## src/rtl/fifo_uart_tx.sv

```systemverilog
// UART transmitter fed from the fifo read port: fetches one word per frame and
// serialises it as start, LSB-first data, optional even parity and stop bits.
module fifo_uart_tx #(
  parameter int unsigned DATA_WIDTH   = 8,
  parameter int unsigned CLKS_PER_BIT = 4,
  parameter bit          PARITY_EN    = 1'b0,
  parameter int unsigned STOP_BITS    = 1
) (
  input  logic                  clk,
  input  logic                  reset,
  input  logic                  en,
  input  logic                  fifo_rd_val,
  input  logic [DATA_WIDTH-1:0] fifo_rd_data,
  output logic                  fifo_rd_en,
  output logic                  tx,
  output logic                  busy,
  output logic                  frame_done
);

  localparam int unsigned CNT_W = $clog2(CLKS_PER_BIT) + 1;
  localparam int unsigned BIT_W = $clog2(DATA_WIDTH) + 1;

  typedef enum logic [2:0] {
    S_IDLE,
    S_FETCH,
    S_START,
    S_DATA,
    S_PARITY,
    S_STOP
  } state_t;

  state_t                  state_q;
  state_t                  state_n;
  logic [CNT_W-1:0]        cnt_q;
  logic [CNT_W-1:0]        cnt_n;
  logic [BIT_W-1:0]        bit_q;
  logic [BIT_W-1:0]        bit_n;
  logic [DATA_WIDTH-1:0]   shift_q;
  logic                    parity_q;
  logic                    tx_q;
  logic                    busy_q;
  logic                    done_q;
  logic                    tx_n;
  logic                    busy_n;
  logic                    done_n;
  logic                    cnt_last;
  logic                    bit_val;

  assign fifo_rd_en = (state_q == S_IDLE) & en & fifo_rd_val & reset;
  assign cnt_last   = (cnt_q == CNT_W'(CLKS_PER_BIT - 1));
  assign tx         = tx_q;
  assign busy       = busy_q;
  assign frame_done = done_q;

  // Next state, baud counter and bit index; the counter restarts on every state entry.
  always_comb begin
    state_n = state_q;
    cnt_n   = cnt_q + CNT_W'(1);
    bit_n   = bit_q;
    unique case (state_q)
      S_IDLE: begin
        cnt_n = '0;
        bit_n = '0;
        if (fifo_rd_en) begin
          state_n = S_FETCH;
        end
      end
      S_FETCH: begin
        cnt_n   = '0;
        bit_n   = '0;
        state_n = S_START;
      end
      S_START: begin
        if (cnt_last) begin
          cnt_n   = '0;
          bit_n   = '0;
          state_n = S_DATA;
        end
      end
      S_DATA: begin
        if (cnt_last) begin
          cnt_n = '0;
          if (bit_q == BIT_W'(DATA_WIDTH - 1)) begin
            bit_n   = '0;
            state_n = PARITY_EN ? S_PARITY : S_STOP;
          end else begin
            bit_n = bit_q + BIT_W'(1);
          end
        end
      end
      S_PARITY: begin
        if (cnt_last) begin
          cnt_n   = '0;
          bit_n   = '0;
          state_n = S_STOP;
        end
      end
      S_STOP: begin
        if (cnt_last) begin
          cnt_n = '0;
          if (bit_q == BIT_W'(STOP_BITS - 1)) begin
            bit_n   = '0;
            state_n = S_IDLE;
          end else begin
            bit_n = bit_q + BIT_W'(1);
          end
        end
      end
      default: begin
        cnt_n   = '0;
        bit_n   = '0;
        state_n = S_IDLE;
      end
    endcase
  end

  // Outputs are decoded from the upcoming state so the registered line lines up with it.
  always_comb begin
    bit_val = 1'b0;
    tx_n    = 1'b1;
    busy_n  = (state_n != S_IDLE);
    done_n  = (state_n == S_STOP) && (bit_n == BIT_W'(STOP_BITS - 1)) &&
              (cnt_n == CNT_W'(CLKS_PER_BIT - 1));
    for (int i = 0; i < DATA_WIDTH; i++) begin
      if (bit_n == BIT_W'(i)) begin
        bit_val = shift_q[i];
      end
    end
    unique case (state_n)
      S_START:  tx_n = 1'b0;
      S_DATA:   tx_n = bit_val;
      S_PARITY: tx_n = parity_q;
      default:  tx_n = 1'b1;
    endcase
  end

  always_ff @(posedge clk) begin
    if (!reset) begin
      state_q <= S_IDLE;
      cnt_q   <= '0;
      bit_q   <= '0;
    end else begin
      state_q <= state_n;
      cnt_q   <= cnt_n;
      bit_q   <= bit_n;
    end
  end

  // Read data is only meaningful in the cycle after the read, i.e. while in FETCH.
  always_ff @(posedge clk) begin
    if (!reset) begin
      shift_q  <= '0;
      parity_q <= 1'b0;
      tx_q     <= 1'b1;
      busy_q   <= 1'b0;
      done_q   <= 1'b0;
    end else begin
      if (state_q == S_FETCH) begin
        shift_q  <= fifo_rd_data;
        parity_q <= ^fifo_rd_data;
      end
      tx_q   <= tx_n;
      busy_q <= busy_n;
      done_q <= done_n;
    end
  end

endmodule

```

## config.mk

```make
export PLATFORM = sky130hd
export DESIGN_NAME = fifo_uart_tx
export DESIGN_NICKNAME = d
export VERILOG_FILES = /design/src/rtl/fifo_uart_tx.sv
export SDC_FILE = /design/constraint.sdc
export NUM_CORES = 1
export LEC_CHECK = 0
export ABC_CLOCK_PERIOD_IN_PS = 5500
export BUFFER_PORTS_ARGS = -buffer_cell sky130_fd_sc_hd__buf_2
export CAP_MARGIN = 10
export CORE_MARGIN = 2
export CORE_UTILIZATION = 35
export CTS_CLUSTER_DIAMETER = 40
export DETAILED_ROUTE_END_ITERATION = 7
export PLACE_DENSITY = 0.64
export SLEW_MARGIN = 10
export SYNTH_ARGS = -nofsm -noshare
export SYNTH_HDL_FRONTEND = slang
export SYNTH_SLANG_ARGS = --single-unit
```

## constraint.sdc

```tcl
create_clock -name clk -period 5.5 [get_ports clk]
set_input_delay 1.1 -clock clk [delete_from_list [all_inputs] [get_ports clk]]
set_output_delay 1.1 -clock clk [all_outputs]
set_load 0.005 [all_outputs]
```

[Word level (Yosys, flattened, before mapping)]
Index checks and enable logic that the tools add are counted.
W data, S select, Z words.
Storage, ports and cells
  logic and storage cells: 66
  bits in registers: 22
  input bits: 12
Cells by class
  mux-type cells: 25
  equal/unequal tests: 19
  bitwise operators: 3
  reductions and logical operators: 9
  $add $sub $neg: 2
Operator list (count)
  $mux W3: 9
  $eq A4 B3 Y1 const B: 5
  $mux W4: 5
  $eq A3 B2 Y1 const B: 6
  $pmux W3 S6: 1
  $eq A3 B3 Y1 const B: 4
  $pmux W4 S3: 1
  $eq A4 B2 Y1 const B: 2
  $logic_not A4 Y1: 2
  $mux W1: 8
  $reduce_xor A8 Y1: 1
  $add A4 B1 Y4 const B: 1
  $eq A4 B1 Y1 const B: 1
  $reduce_or A4 Y1: 1
  $add A3 B1 Y3 const B: 1
  $and A1 B1 Y1: 3
  $eq A3 B1 Y1 const B: 1
  $logic_not A3 Y1: 1
  $pmux W1 S3: 1
  $reduce_bool A3 Y1: 1
  $logic_and A1 B1 Y1: 2
  $reduce_or A2 Y1: 1

[Longest topological paths before layout]
Gate-level depths: netlist of the first run.
  depth after elaboration: 14
  mapped depth: 10

[Least setup slack after synthesis of the first run]
No wires, ideal clock.
  kind: input port to output port
  from: input reset
  to: output fifo_rd_en
  slack: 2.777 ns
  arrival: 1.623 ns
  required time: 4.400 ns
  stages: 3
  buffers on the path: 1
  cells stage by stage: clkbuf_1 > nand4b_1 > nor3_1
On the way
  longest elaborated chain between the ends: 1
Ends and longest elaborated chain
  from (decl): RTL line 10  | input logic reset,
  $and A1 B1 Y1: RTL line 49  | assign fifo_rd_en = (state_q == S_IDLE) & en & fifo_rd_val & reset;
  to (decl): RTL line 14  | output logic fifo_rd_en,
No other way between the ends.

[Worst setup path after layout of the first run]
Same ends and word-level chain as after synthesis.

==> results by group, run 1 <==
CTS
  – Worst-Skew Late Latency: approximately 0.26 ns
  – H-tree Lvls: 1
  – Post_cts resized: 0
  – Total setup buffers inserted after CTS: 0
  – CTS Buf Count: 3
  – Root buffer cell: clkbuf_8
  – Clock Tree Buf Depth: 2
  – Hold-fix buffers, CTS: 0
  – TritonCTS clock tree: done
  – Num Clock Sinks: 22
  – Clk slew on worst S/H paths: 0.07 ns

Critical path
  – Cell Chain, Critical Path: buf_2 > nand4b_1 > nor3_1 > buf_2
  – Most frequent CP cell: buf_2
  – Critical path's top delay family: buffers and inverters
  – Worst path slowest cell: buf_2
  – WP buf/inv: 2
  – Crit Path Max Fanout: 19
  – Startpoint types: input pin
  – WS Path Type: input pin to output port
  – Worst endpoint data arrival time: 1.88 ns
  – Critical path's largest stage delay: 0.27 ns
  – Req. time, crit path: approximately 4.4 ns
  – Critical path capture point type: output port

STA
  – Tcrit/Tclk final: between 50% and 60%
  – Worst clock skew: a little over 0.003 ns
  – Post-route setup slack: 2.52 ns
  – Total negative slack: 0 ns
  – Maximum clock frequency: 335 MHz
  – # setup viols final: 0
  – Minimum clock period: 2.98 ns
  – Pins Over Slew Limit: 0
  – RSZ-0062 raised after global routing: no
  – Count of final hold-check violations: 0
  – Slew headroom: 27.8%
  – Worst slew pin tran: 1.07 ns

Global routing
  – Met1 Resource Use GR: 19.5%
  – Met3 Use GR: 3.65%
  – Remaining Overflow, GRT: 0
  – GR Util met2: 22.9%
  – Gr usage total: ~14%
  – Initial antenna violation count: 0
  – Global-route wire length before repair: 4.82 mm
  – Vias in the first global route: between 1000 and 1500
  – Grt peak-use layer: met2
  – Largest net degree at the start of global routing: 20

Place
  – Pre-CTS setup slack: between 2 and 3 ns
  – Cells after DPL: 211
  – GPL Wtd Cong: roughly 0.87
  – Port Buf Inserts: 15
  – Dpl hpwl: 2.07 mm
  – Post-Place Cell Area: 1390 µm²

Synthesis
  – Post-Syn Instances: 156
  – Syn nets: between 150 and 200
  – Synth warn: 0
  – Sequential area share after synthesis: 33.9%
  – Top cells by area, synth: dfxtp_1, nand2_1, xnor2_1, a21boi_0, nor3_1
  – Count leader, synth: nand2_1
  – Post-synth top area share: 33.9%
  – Ys async rst share: 0%
  – Synthesized flop and latch total: 22
  – Mapped Avg Cell Area: 8.32 µm²
  – Post-synth EDFFs: 0
  – Leading area contributor after synthesis: dfxtp_1
  – Most used DFF post-synth: dfxtp_1
  – Unique masters post-synth: 50
  – Commonest cells in the netlist: nand2_1, dfxtp_1, a21boi_0, xnor2_1, nor3_1
  – Mapped cell area: 1300 µm²

Floorplanning
  – IO Pins: 16
  – Cell Rows: 22
  – Starting Density: 36.0%
  – Chip width: 64.9 µm
  – Die ar.: ~4200 µm²
  – Core area: 3610 µm²
  – Die height: 64.9 µm

Route
  – DRT Pass-1 Iters: 4
  – Wirelength per Cell: between 10 and 15 µm
  – Number of routed nets with antenna violations: 0
  – Vias post-DR: 1147
  – # DRC: 0
  – Initial DRC count: between 100 and 150
  – DRT Wirelength: 2.73 mm
  – Vias per cell: 5.36

Cells and area
  – Post-route cell area: 1430 µm²
  – Non-filler cells, final: 214
  – Syn-to-layout area delta: 10.5%
  – Util after Layout: 39.8%
  – Ant. Diodes: 0
  – Share of cells above drive strength 1: 12.7%
  – Layout net count: 183
  – FILL cells: 385

Run status
  – Outcome: complete, no violations

Power and ir drop
  – Leakage: 0.540 nW
  – Peak VDD IR: 126 µV
  – Pwr Density: 203 nW/µm²

Flow run
  – Max-cap violations: 0

Worst hold path
  – Hold crit path type: flop to flop
==> layout make-up <==
type	instances	area, µm²	share of cell area [%]
inverter	6	22.5	1.57
sequential	22	440	30.7
tap	48	60.1	4.19
clock buffer	3	41.3	2.88
multi-input combinational	120	795	55.4
timing repair buffer	15	75.1	5.24
==> stage by stage <==
step	power [mW]	hold WS (ns)
detailed placement	0.198	0.456
CTS	0.294	0.467
global placement	0.197	0.449
floorplan	0.188	0.432
global route	0.302	0.492
finish	0.291	0.464
==> registers in the layout, indices dropped and copies added (netlist names) <==
signal	flops
frame_done	1
busy	1
tx	1
cnt_q	3
parity_q	1
shift_q	8
bit_q	4
state_q	3
==> report_power, final <==
part / total (mW) / switching [mW] / internal, mW
Combinational: 0.0293 / 0.0145 / 0.0148
Sequential: 0.165 / 0.00271 / 0.162
Clock: 0.0966 / 0.0478 / 0.0488
==> placed cells by master (no fill, tap or decap), types with 2 or more instances in the layout <==
| cell | count |
|---|---|
| a21boi_0 | 9 |
| a22o_1 | 2 |
| and2_1 | 4 |
| and3_1 | 3 |
| buf_2 | 15 |
| clkbuf_8 | 3 |
| dfxtp_1 | 22 |
| ha_1 | 3 |
| inv_1 | 6 |
| nand2_1 | 25 |
| nand2b_1 | 2 |
| nand3_1 | 3 |
| nand3b_1 | 2 |
| nor2_1 | 6 |
| nor2b_1 | 5 |
| nor3_1 | 8 |
| nor4bb_1 | 2 |
| o21ai_0 | 4 |
| o22ai_1 | 2 |
| o31ai_1 | 3 |
| xnor2_1 | 9 |
==> worst paths after layout <==
path	start	end	cells after the start	slack, ns
max reg2reg	bit_q[0]$_SDFF_PN0_	tx$_SDFF_PN1_	8	3.05
min reg2reg	cnt_q[0]$_SDFF_PN0_	cnt_q[0]$_SDFF_PN0_	1	0.46
min	cnt_q[0]$_SDFF_PN0_	cnt_q[0]$_SDFF_PN0_	1	0.46
max	reset	fifo_rd_en	4	2.52
==> cell families after synthesis <==
logic type	count (synthesis)	synth area share (%)
buf+inv	14	4.82
simple gates	70	28.9
flops	22	33.9
compound gates	37	22.7
fa+ha+maj	3	2.89
xor+xnor	10	6.75
==> metal layers <==
| layer | routed length [µm] | vias to the layer above |
|---|---|---|
| li1 | - | 576 |
| met1 | 1320 | 545 |
| met2 | 1270 | 22 |
| met3 | 106 | 4 |
| met4 | 33 | 0 |
| met5 | 0 | - |
No activity file was read; power rests on OpenSTA's default activity.
==> run 2: changes to the inputs <==
ABC_CLOCK_PERIOD_IN_PS = 2400   (was 5500)
PLACE_DENSITY = 0.66   (was 0.64)
clock period = 2.4 ns   (was 5.5 ns; I/O delays follow)
==> results by group, run 2 (synthesis gave the netlist of run 1 again) <==
STA
  – # setup viols final: 0
  – Hold Slack: 0.465 ns
  – Total negative slack: 0 ns
  – Worst slew pin tran: 0.403 ns
  – Worst clock skew: approximately 0.0014 ns
  – Pins Over Slew Limit: 0
  – Minimum clock period: 2.23 ns
  – Tcrit/Tclk final: between 90% and 100%
  – Slew headroom: around three quarters
  – Count of final hold-check violations: 0
  – RSZ-0062 raised after global routing: no
  – Maximum clock frequency: 448 MHz

Route
  – Wirelength per Cell: 12.7 µm
  – Vias per cell: approximately 5.2
  – Vias post-DR: around 1100
  – Initial DRC count: 51
  – DRT Pass-1 Iters: 4
  – DRT Wirelength: 2.82 mm
  – # DRC: 0
  – Number of routed nets with antenna violations: 0

CTS
  – H-tree Lvls: 1
  – Worst-Skew Late Latency: 0.27 ns
  – CTS Buf Count: 3
  – Post_cts resized: 0
  – Total setup buffers inserted after CTS: 0
  – Clock Tree Buf Depth: 2
  – Hold-fix buffers, CTS: 0
  – Root buffer cell: clkbuf_8
  – TritonCTS clock tree: done
  – Num Clock Sinks: 22
  – Clk slew on worst S/H paths: 0.08 ns

Floorplanning
  – Die ar.: 4210 µm²
  – Starting Density: 36.0%
  – Core area: approximately 3600 µm²
  – Chip width: 64.9 µm
  – Cell Rows: 22
  – Die height: 64.9 µm
  – IO Pins: 16

Power and ir drop
  – Clock power frac: 44.1%
  – Peak VDD IR: 307 µV
  – Internal power: about 630 µW
  – Leakage: 0.588 nW
  – Sw frac: 21.3%
  – Power, Total: about 800 µW
  – Pwr Density: 526 nW/µm²
  – Comb power frac: 8.8%
  – Reg power frac: 47.1%
  – Switch Pwr: between 150 and 200 µW

Cells and area
  – Biggest regs: shift_q (8), bit_q (4)
  – Syn-to-layout area delta: 17.6%
  – Most common cell after layout, fill and taps aside: nand2_1
  – Share of cells above drive strength 1: 18.4%
  – Layout net count: 190
  – Largest register by flop count: shift_q
  – Post-route cell area: ~1500 µm²
  – Most frequent cells in the layout: nand2_1, dfxtp_1, buf_2, a21boi_0, xnor2_1
  – Ant. Diodes: 0
  – Max FFs per register: 8
  – FILL cells: about 380

Critical path
  – WS Path Type: flop to flop
  – Crit Path Max Fanout: 6
  – Worst endpoint data arrival time: approximately 2.4 ns
  – Req. time, crit path: 2.57 ns
  – Critical path capture point type: flop
  – Startpoint types: flop
  – FF-to-FF path depth: 8

Global routing
  – Remaining Overflow, GRT: 0
  – Gr usage total: 15.3%
  – Largest net degree at the start of global routing: 14
  – Vias in the first global route: about 1100
  – Initial antenna violation count: 0
  – Global-route wire length before repair: 5.09 mm

Place
  – Post-Place Cell Area: 1450 µm²
  – Dpl hpwl: 2.14 mm
  – GPL Wtd Cong: 0.828
  – Port Buf Inserts: 15

Worst hold path
  – Worst Hold Depth: 2
  – Hold crit path type: flop to flop

Run status
  – Outcome: complete, no violations

Flow run
  – Max-cap violations: 0
[run 2: changes by cell type in the layout (fill, tap and decap cells not counted), sizes merged]
cell,change
buf,+7
bufinv,+1
[run 2: worst max-delay path, cell delays in order, from the launching register on]
cell      delay [ns]
dfxtp_1         0.31
inv_1           0.10
ha_1            0.15
or3b_1          0.46
a32o_1          0.30
or2_4           0.25
o2111a_1        0.14
a211o_1         0.22
a41o_1          0.20
[run 2: power groups by stage]
stage / Clock, mW / Sequential (mW) / Combinational (mW)
5_1_grt: 0.373 / 0.379 / 0.0788
3_5_place_dp: 0 / 0.387 / 0.0708
2_1_floorplan: 0 / 0.383 / 0.0483
6_report: 0.354 / 0.378 / 0.0706
3_3_place_gp: 0 / 0.386 / 0.0708
4_1_cts: 0.358 / 0.378 / 0.0712
[run 2: cell type report]
class                      instances  area (µm²)  area share, %
clock inverter                     1        30.0           1.97
inverter                           6        22.5           1.48
multi-input combinational        120         805           52.7
timing repair buffer              22         128           8.36
sequential                        22         440           28.9
tap                               48        60.1           3.93
clock buffer                       3        41.3           2.70
[run 2: final timing paths]
| check | endpoint | from | slack, ns |
|---|---|---|---|
| worst max-delay path | tx$_SDFF_PN1_ | bit_q[0]$_SDFF_PN0_ | 0.17 |
| worst min-delay path | shift_q[0]$_SDFFE_PN0P_ | shift_q[0]$_SDFFE_PN0P_ | 0.46 |
| worst max register to register | tx$_SDFF_PN1_ | bit_q[0]$_SDFF_PN0_ | 0.17 |
| worst min register to register | shift_q[0]$_SDFFE_PN0P_ | shift_q[0]$_SDFFE_PN0P_ | 0.46 |
[run 2: through the flow]
step,instances,setup WS [ns],utilization (%)
2_1_floorplan,156,0.0997,-
3_3_place_gp,218,0.160,40.1
3_5_place_dp,218,0.126,40.1
4_1_cts,222,0.109,42.1
5_1_grt,222,0.0457,42.3
6_report,222,0.166,42.3
[run 2: layer usage]
layer | part of all wire, % | global-route usage [%]
met4 | 1.6 | 4.79
met3 | 3.7 | 3.47
met2 | 45 | 23.8
met5 | 0 | 0
met1 | 50 | 20.9
==> run 3: changes to the inputs <==
GPL_TIMING_DRIVEN = 0   (was default)
PLACE_DENSITY = 0.53   (was 0.66)
SLEW_MARGIN = default   (was 10)
==> results by group, run 3 (synthesis gave the netlist of run 1 again) <==
CTS
  – Clock Tree Buf Depth: 2
  – Hold-fix buffers, CTS: 0
  – CTS Buf Count: 3
  – Clk slew on worst S/H paths: about 0.08 ns
  – TritonCTS clock tree: done
  – Root buffer cell: clkbuf_8
  – Worst-Skew Late Latency: between 0.2 and 0.3 ns
  – H-tree Lvls: 1
  – Num Clock Sinks: 22
  – Total setup buffers inserted after CTS: 0

Power and ir drop
  – Power, Total: about 790 µW
  – Pwr Density: 527 nW/µm²
  – Leakage: 0.570 nW
  – Peak VDD IR: 229 µV

Route
  – Wirelength per Cell: 13.1 µm
  – Vias post-DR: 1120
  – DRT Wirelength: 2.91 mm
  – # DRC: 0
  – Number of routed nets with antenna violations: 0
  – Initial DRC count: 60
  – Vias per cell: a little over 5
  – DRT Pass-1 Iters: 4

Critical path
  – Cell Chain, Critical Path: inv_2 > ha_1 > or3b_1 > buf_6 > a32o_1 > or2_4 > o2111a_1 > a211o_1 > a41o_1
  – Startpoint types: flop
  – Req. time, crit path: 2.57 ns
  – R2R Path End: tx$_SDFF_PN1_
  – Critical path's largest stage delay: 0.37 ns
  – FF-to-FF path depth: 9
  – Worst path slowest cell: dfxtp_2
  – R2r startpoint: bit_q[0]$_SDFF_PN0_
  – Setup slack, reg-to-reg: between 0.09 and 0.1 ns
  – Critical path capture point type: flop
  – Crit Path Max Fanout: 9
  – Worst endpoint data arrival time: 2.48 ns
  – WS Path Type: flop to flop

Global routing
  – Remaining Overflow, GRT: 0
  – Gr usage total: 15.1%
  – Initial antenna violation count: 0
  – Vias in the first global route: 1140
  – Largest net degree at the start of global routing: 14
  – Global-route wire length before repair: 5.02 mm

STA
  – RSZ-0062 raised after global routing: no
  – Worst slew pin tran: 0.649 ns
  – Hold Slack: 0.468 ns
  – Slew headroom: 56.5%
  – Count of final hold-check violations: 0
  – Maximum clock frequency: ~430 MHz
  – # setup viols final: 0
  – Worst clock skew: 0.00639 ns
  – Pins Over Slew Limit: 0
  – Total negative slack: 0 ns
  – Minimum clock period: around 2.3 ns
  – Tcrit/Tclk final: 96.2%

Floorplanning
  – Die ar.: between 4000 and 5000 µm²
  – Cell Rows: 22
  – Core area: between 3000 and 4000 µm²
  – Starting Density: roughly 36%
  – IO Pins: 16
  – Die height: 64.9 µm
  – Chip width: ~65 µm

Cells and area
  – Share of cells above drive strength 1: between 15 and 20%
  – Biggest regs: shift_q (8), bit_q (4)
  – FILL cells: 384
  – Largest register by flop count: shift_q
  – Ant. Diodes: 0
  – Register area: around 440 µm²
  – Most common cell after layout, fill and taps aside: nand2_1
  – Most frequent cells in the layout: nand2_1, dfxtp_1, buf_2, a21boi_0, xnor2_1
  – Max FFs per register: 8
  – Post-route cell area: around 1500 µm²
  – Syn-to-layout area delta: 16.1%
  – Multi-input logic area: 805 µm²
  – Layout net count: 189

Place
  – Port Buf Inserts: 14
  – GPL Wtd Cong: 0.831
  – Post-Place Cell Area: 1430 µm²
  – Dpl hpwl: 2.26 mm

Worst hold path
  – Worst Hold Depth: 1
  – Hold crit path type: flop to flop
  – Hold_sp: cnt_q[0]$_SDFF_PN0_
  – Worst Hold End: cnt_q[0]$_SDFF_PN0_

Run status
  – Outcome: complete, no violations

Flow run
  – Max-cap violations: 0
run 3: routing by layer:
layer / part of all wire [%] / vias to the layer above / track usage [%]
li1: - / 585 / -
met1: 48 / 507 / 19.5
met2: 47 / 24 / 25.9
met3: 3.2 / 4 / 1.56
met4: 2.0 / 0 / 5.59
met5: 0 / - / 0
run 3: per-stage QoR:
stage | util (%) | cells | setup slack, ns
6_report | 41.8 | 221 | 0.0901
5_1_grt | 41.8 | 221 | 0.0119
4_1_cts | 41.6 | 221 | 0.0549
3_5_place_dp | 39.6 | 218 | -0.0996
3_3_place_gp | 39.6 | 218 | -0.100
2_1_floorplan | - | 156 | 0.0997
run 3: worst max-delay path by stage:
stage                     slack, ns               endpoint  cells after the start                 from
after global routing           0.01          tx$_SDFF_PN1_                      7  cnt_q[0]$_SDFF_PN0_
after CTS                      0.05          tx$_SDFF_PN1_                      9  bit_q[0]$_SDFF_PN0_
after detailed placement       -0.1          tx$_SDFF_PN1_                     10  bit_q[0]$_SDFF_PN0_
after global placement        -0.10  frame_done$_SDFF_PN0_                      9  bit_q[0]$_SDFF_PN0_
after floorplan                 0.1          tx$_SDFF_PN1_                     10  bit_q[0]$_SDFF_PN0_
final                          0.09          tx$_SDFF_PN1_                      9  bit_q[0]$_SDFF_PN0_
run 3: power breakdown:
group / switching, mW / internal (mW) / leakage [nW] / total [mW]
combinational: 0.0364 / 0.0347 / 0.356 / 0.0711
clock: 0.125 / 0.223 / 0.0357 / 0.349
sequential: 0.00319 / 0.372 / 0.178 / 0.375
total: 0.165 / 0.629 / 0.570 / 0.794
run 3: worst max-delay path: cells and delay by family (launching register included):
kind / cells / cell delay, ns
compound gates: 4 / 0.85
fa+ha+maj: 1 / 0.14
buf+inv: 2 / 0.24
flops: 1 / 0.37
simple gates: 2 / 0.61
run 3: timing repair:
action,CTS,global route
gates resized for setup,2,3
cloned,0,0
endpoints found under the setup margin,2,10
pin swaps,0,0
run 3: area by class of cell:
class / instances / share of cell area, %
flip-flops and latches: 22 / 29.3
clock buffers: 3 / 2.74
clock inverters: 1 / 1.99
plain buffers: 7 / 2.41
well taps: 48 / 3.99
inverters: 6 / 1.50
repair buffers: 14 / 4.65
multi-input cells: 120 / 53.4
